<file path="config.mk">
export PLATFORM = sky130hd
export DESIGN_NAME = chif_cycle_sched
export DESIGN_NICKNAME = d
export VERILOG_FILES = /design/src/rtl/chif_cycle_sched.sv
export SDC_FILE = /design/constraint.sdc
export NUM_CORES = 1
export LEC_CHECK = 0
export ABC_AREA = 1
export BUFFER_PORTS_ARGS = -buffer_cell sky130_fd_sc_hd__buf_2
export CORE_MARGIN = 2
export CORE_UTILIZATION = 33
export CTS_CLUSTER_DIAMETER = 150
export CTS_CLUSTER_SIZE = 10
export DETAILED_ROUTE_END_ITERATION = 7
export PLACE_DENSITY_LB_ADDON = 0.3
export SETUP_SLACK_MARGIN = 0.4
export SYNTH_ARGS = -nofsm -noshare
export SYNTH_HDL_FRONTEND = slang
export SYNTH_SLANG_ARGS = --single-unit
</file>
<file path="constraint.sdc">
create_clock -name chif_clk -period 1.8 [get_ports chif_clk]
set_input_delay 0 -clock chif_clk [delete_from_list [all_inputs] [get_ports chif_clk]]
set_output_delay 0 -clock chif_clk [all_outputs]
set_load 0.01 [all_outputs]
</file>
<file path="src/rtl/chif_cycle_sched.sv">
// Cycle scheduler between a byte-wide host bridge and a clock-gated DUT: collects a frame,
// runs the DUT for chif_simcycle cycles, then streams the response back LSB-first.
// Optional macro CHIF_SCHED_FRAME_CNT_EN adds a 32-bit completed-frame counter output.
module chif_cycle_sched #(
    parameter int IN_BYTES  = 4,
    parameter int OUT_BYTES = 4
) (
    input  logic                   chif_clk,
    input  logic                   reset,
    input  logic [7:0]             chif_din,
    input  logic                   chif_din_valid,
    output logic                   chif_din_ready,
    input  logic [15:0]            chif_simcycle,
    output logic [7:0]             chif_dout,
    output logic                   chif_dout_valid,
    input  logic                   chif_dout_ready,
    output logic [8*IN_BYTES-1:0]  dut_in,
    output logic                   dut_clk_en,
    input  logic [8*OUT_BYTES-1:0] dut_out,
    output logic                   err_overrun
`ifdef CHIF_SCHED_FRAME_CNT_EN
    ,
    output logic [31:0]            frame_cnt
`endif
);

    typedef enum logic [1:0] {
        COLLECT = 2'd0,
        RUN     = 2'd1,
        CAPTURE = 2'd2,
        EMIT    = 2'd3
    } state_t;

    state_t                 state_q;
    state_t                 state_d;
    logic [8:0]             byte_cnt;
    logic [15:0]            cyc_cnt;
    logic [8*IN_BYTES-1:0]  staging;
    logic [8*IN_BYTES-1:0]  staging_nxt;
    logic [8*OUT_BYTES-1:0] out_sr;
    logic                   last_in;
    logic                   last_out;

    // byte_cnt counts inbound bytes in COLLECT and outbound handshakes in EMIT
    assign last_in  = chif_din_valid && (byte_cnt == 9'(IN_BYTES - 1));
    assign last_out = chif_dout_ready && (byte_cnt == 9'(OUT_BYTES - 1));

    // Ready also counts the byte already in flight, given the one-cycle read latency
    assign chif_din_ready  = !reset && (state_q == COLLECT) &&
                             (({1'b0, byte_cnt} + {9'd0, chif_din_valid}) < 10'(IN_BYTES));
    assign chif_dout_valid = (state_q == EMIT);
    assign dut_clk_en      = (state_q == RUN);
    assign chif_dout       = out_sr[7:0];

    always_comb begin
        staging_nxt = staging;
        for (int i = 0; i < IN_BYTES; i++) begin
            if (byte_cnt == 9'(i)) staging_nxt[i*8 +: 8] = chif_din;
        end
    end

    always_ff @(posedge chif_clk) begin
        if (reset) state_q <= COLLECT;
        else       state_q <= state_d;
    end

    always_comb begin
        state_d = state_q;
        case (state_q)
            COLLECT: if (last_in) state_d = RUN;
            RUN:     if (cyc_cnt <= 16'd1) state_d = CAPTURE;
            CAPTURE: state_d = EMIT;
            EMIT:    if (last_out) state_d = COLLECT;
            default: state_d = COLLECT;
        endcase
    end

    always_ff @(posedge chif_clk) begin
        if (reset) begin
            byte_cnt    <= '0;
            cyc_cnt     <= '0;
            staging     <= '0;
            dut_in      <= '0;
            out_sr      <= '0;
            err_overrun <= 1'b0;
`ifdef CHIF_SCHED_FRAME_CNT_EN
            frame_cnt   <= '0;
`endif
        end else begin
            if (chif_din_valid && (state_q != COLLECT)) err_overrun <= 1'b1;
            case (state_q)
                COLLECT: begin
                    if (chif_din_valid) begin
                        staging <= staging_nxt;
                        if (last_in) begin
                            dut_in   <= staging_nxt;
                            byte_cnt <= '0;
                            // A zero cycle count still gives the DUT one enabled cycle
                            cyc_cnt  <= (chif_simcycle == 16'd0) ? 16'd1 : chif_simcycle;
                        end else begin
                            byte_cnt <= byte_cnt + 9'd1;
                        end
                    end
                end
                RUN: begin
                    cyc_cnt <= cyc_cnt - 16'd1;
                end
                CAPTURE: begin
                    out_sr <= dut_out;
                end
                EMIT: begin
                    if (chif_dout_ready) begin
                        out_sr <= out_sr >> 8;
                        if (last_out) begin
                            byte_cnt  <= '0;
`ifdef CHIF_SCHED_FRAME_CNT_EN
                            frame_cnt <= frame_cnt + 32'd1;
`endif
                        end else begin
                            byte_cnt <= byte_cnt + 9'd1;
                        end
                    end
                end
                default: ;
            endcase
        end
    end

endmodule

</file>
==> reports/qor.csv <==
stage,metric,value,unit
routing,firstDrtPassIters,5,
global_routing,grt_pass1_wl,26600,um
clocking,cts_tree,built,
finish,fillCellCount,1469,
finish,fin_area,8780,um2
routing,drt-vias-per-instance,4.95,
routing,antenna_left,0,
critical_path,crit_path_end_kind,flip-flop,
critical_path,cp-startpoint,state_q[1],
timing,min_period_over_period,0.847,
critical_path,cp_common_cell,buf_4,
place,gp_congestion,0.824,
critical_path,worst-path-max-fanout,6,
clocking,clkTransAtPathRegs,0.05,ns
yosys,synth_area,5530,um2
power,ir_drop,0.000831,V
finish,areaGrowthSynthToFinish,58.9,%
global_routing,grt_max_degree,56,
clocking,root_buffer,clkbuf_16,
place,place_inst,1050,
yosys,synthTopCellsByArea,"dfxtp_1 (42%), nand2_1 (10%), a21oi_1 (7.6%)",
finish,instances_no_fill,1192,
run_status,outcome,finished clean,
clocking,insertion_delay,0.42,ns
global_routing,grt_overflow,0,
timing,finalSetupViolCount,0,
yosys,synth_top_cell_area_share,0.420,
timing,tightest_slew,0.530,ns
critical_path,cp-start-kind,flip-flop,
critical_path,path_class,reg -> reg,
floorplan,num_rows,47,
power,cellPowerDensity,1370,nW/um2
global_routing,grt_usage,0.185,
timing,max-slew-margin-rel,0.647,
clocking,cts_buffer_depth,2,
floorplan,start_util,0.336,
timing,tns,0,ns
timing,skew,0.00692,ns
place,io_buffers,103,
yosys,ys_top_cells_by_count,"nand2_1 (151), dfxtp_1 (116), a21oi_1 (84)",
timing,drv_slew,0,
finish,diodes,0,
floorplan,core,16500,um2
yosys,synth_edf_count,0,
hold_path,min_path_type,in -> reg,
critical_path,timing.rr.end,cyc_cnt[14],
yosys,yosysSeqAreaShare,0.420,
yosys,synth_most_common_cell,nand2_1,
critical_path,crit_path_top_delay_cell,dfxtp_4,
yosys,ys_ff_latch,116,
yosys,syn_avg_cell_area,7.24,um2
routing,wl_met3,761,um
critical_path,r2r_start,state_q[1],
routing,routedLengthMet1,7830,um
yosys,synthFlopType,dfxtp_1,
critical_path,cp-endpoint,cyc_cnt[14],
global_routing,antenna_found_initial,0,
yosys,synthArstFlopShare,0,
power,p_leak,3.79,nW
critical_path,crit_required,2.10,ns
clocking,cts_buffers,17,
place,place_area,6260,um2
routing,top_layer,met4,
yosys,synth_top_cell_by_area,dfxtp_1,
critical_path,crit_chain,inv_4 > buf_4 > ha_4 > buf_4 > clkbuf_16 > or2_2 > nand2_1 > a21oi_1,
finish,seq_area,2340,um2
place,dpl.hpwl,9350,um
floorplan,die-area,17800,um2
timing,min_period,1.52,ns
floorplan,die_y,133,um
critical_path,reg2reg_depth,8,
critical_path,cp.arrival,1.83,ns
run,cap_violations,0,
routing,met2_length,8780,um
clocking,htreeDepth,4,
routing,drt-initial-drc-count,372,
yosys,syn_inst,764,
routing,wl_per_cell,14.8,um
yosys,yosys_warnings,0,
finish,drive_above_1_share,0.363,
critical_path,r2r_slack,0.28,ns
floorplan,num_io_pins,104,
yosys,syn_nets,834,
finish,fin_nets,1029,
timing,finalHoldViolations,0,
clocking,clock-sinks,116,
floorplan,die_w,133,um
timing,fmax,656,MHz
timing,rsz0062_at_grt,true,
critical_path,slowest_delay,0.38,ns
yosys,ys_types,35,
global_routing,grt_pass1_vias,5370,
routing,drc,0,
routing,vias,5897,
routing,wirelength,17600,um
finish,multi_input_area,3250,um2
hold_path,hp-start,chif_simcycle[0],
==> worst min-delay path by stage <==
stage	end	slack, ns	cells after the start
CTS	cyc_cnt[15]	0.01	5
detailed placement	out_sr[2]	0.27	3
global route	state_q[0]	0.07	5
global placement	out_sr[6]	0.27	3
finish	cyc_cnt[0]	0.02	5
floorplan	err_overrun	0.14	2
==> cell usage in the layout, fill, tap and decap left out, drive strengths merged <==
cell type    count
a21oi           84
a31oi           27
buf            166
bufinv           1
clkbuf          28
clkinv          10
clkinvlp         5
dfxtp          116
dlygate4sd3     53
ha              10
inv             64
nand2          156
nand3           34
nand3b           1
nand4           11
nor2            61
nor3            14
nor4             2
o21ai          120
or2              4
xnor2            3
xor2             2
==> state kept, by name (all words and copies together) (netlist names) <==
register     count
dut_in          32
out_sr          32
staging         24
cyc_cnt         16
byte_cnt         9
state_q          2
err_overrun      1
==> per-stage QoR <==
step / util / setup slack, ns / hold WS [ns] / total power, mW
6_report: 0.533 / 0.275 / 0.0189 / 12.0
3_5_place_dp: 0.380 / 0.135 / 0.274 / 7.01
3_3_place_gp: 0.380 / 0.150 / 0.269 / 6.99
5_1_grt: 0.533 / 0.185 / 0.0737 / 12.8
4_1_cts: 0.496 / 0.305 / 0.0145 / 11.3
2_1_floorplan: - / 0.364 / 0.145 / 6.28
==> routing by layer <==
| metal | GRT usage | up-vias |
|---|---|---|
| li1 | - | 2972 |
| met4 | 0.0556 | 0 |
| met1 | 0.238 | 2772 |
| met2 | 0.312 | 133 |
| met3 | 0.0381 | 20 |
| met5 | 0 | - |
==> report_power, final <==
group / switching [mW] / total (mW) / leakage (nW) / internal, mW
registers: 0.416 / 3.58 / 0.950 / 3.17
logic: 2.90 / 5.22 / 2.57 / 2.32
clock network: 1.24 / 3.21 / 0.268 / 1.96
total: 4.56 / 12.0 / 3.79 / 7.45
==> cell type report <==
type | count | area share
multi-input cells | 529 | 0.370
inverters | 68 | 0.0345
clock buffers | 20 | 0.0520
repair buffers | 227 | 0.234
well taps | 220 | 0.0313
clock inverters | 12 | 0.0121
flip-flops and latches | 116 | 0.267
==> kinds of logic after synthesis <==
group / share of synthesized area
buffers and inverters: 0.0973
adders and majority gates: 0.0226
DFF: 0.420
xor gates and xnor gates: 0.00792
and+or+nand+nor: 0.237
AOI/OAI and AO/OA: 0.215
==> critical path: cells and delay by family, from the launching register on <==
kind | cells | cell delay [ns]
DFF | 1 | 0.38
AOI/OAI and AO/OA | 1 | 0.05
buffers and inverters | 4 | 0.47
adders and majority gates | 1 | 0.17
and+or+nand+nor | 2 | 0.34
==> timing repair <==
action	in CTS	in global routing
pin swaps	21	14
hold buffers	53	0
setup endpoints to repair	118	117
setup buffers	28	12
gates cloned	9	8
endpoints found under the hold margin	86	0
resized for setup	122	88
Note: power is estimated with default switching activity, not from simulation.
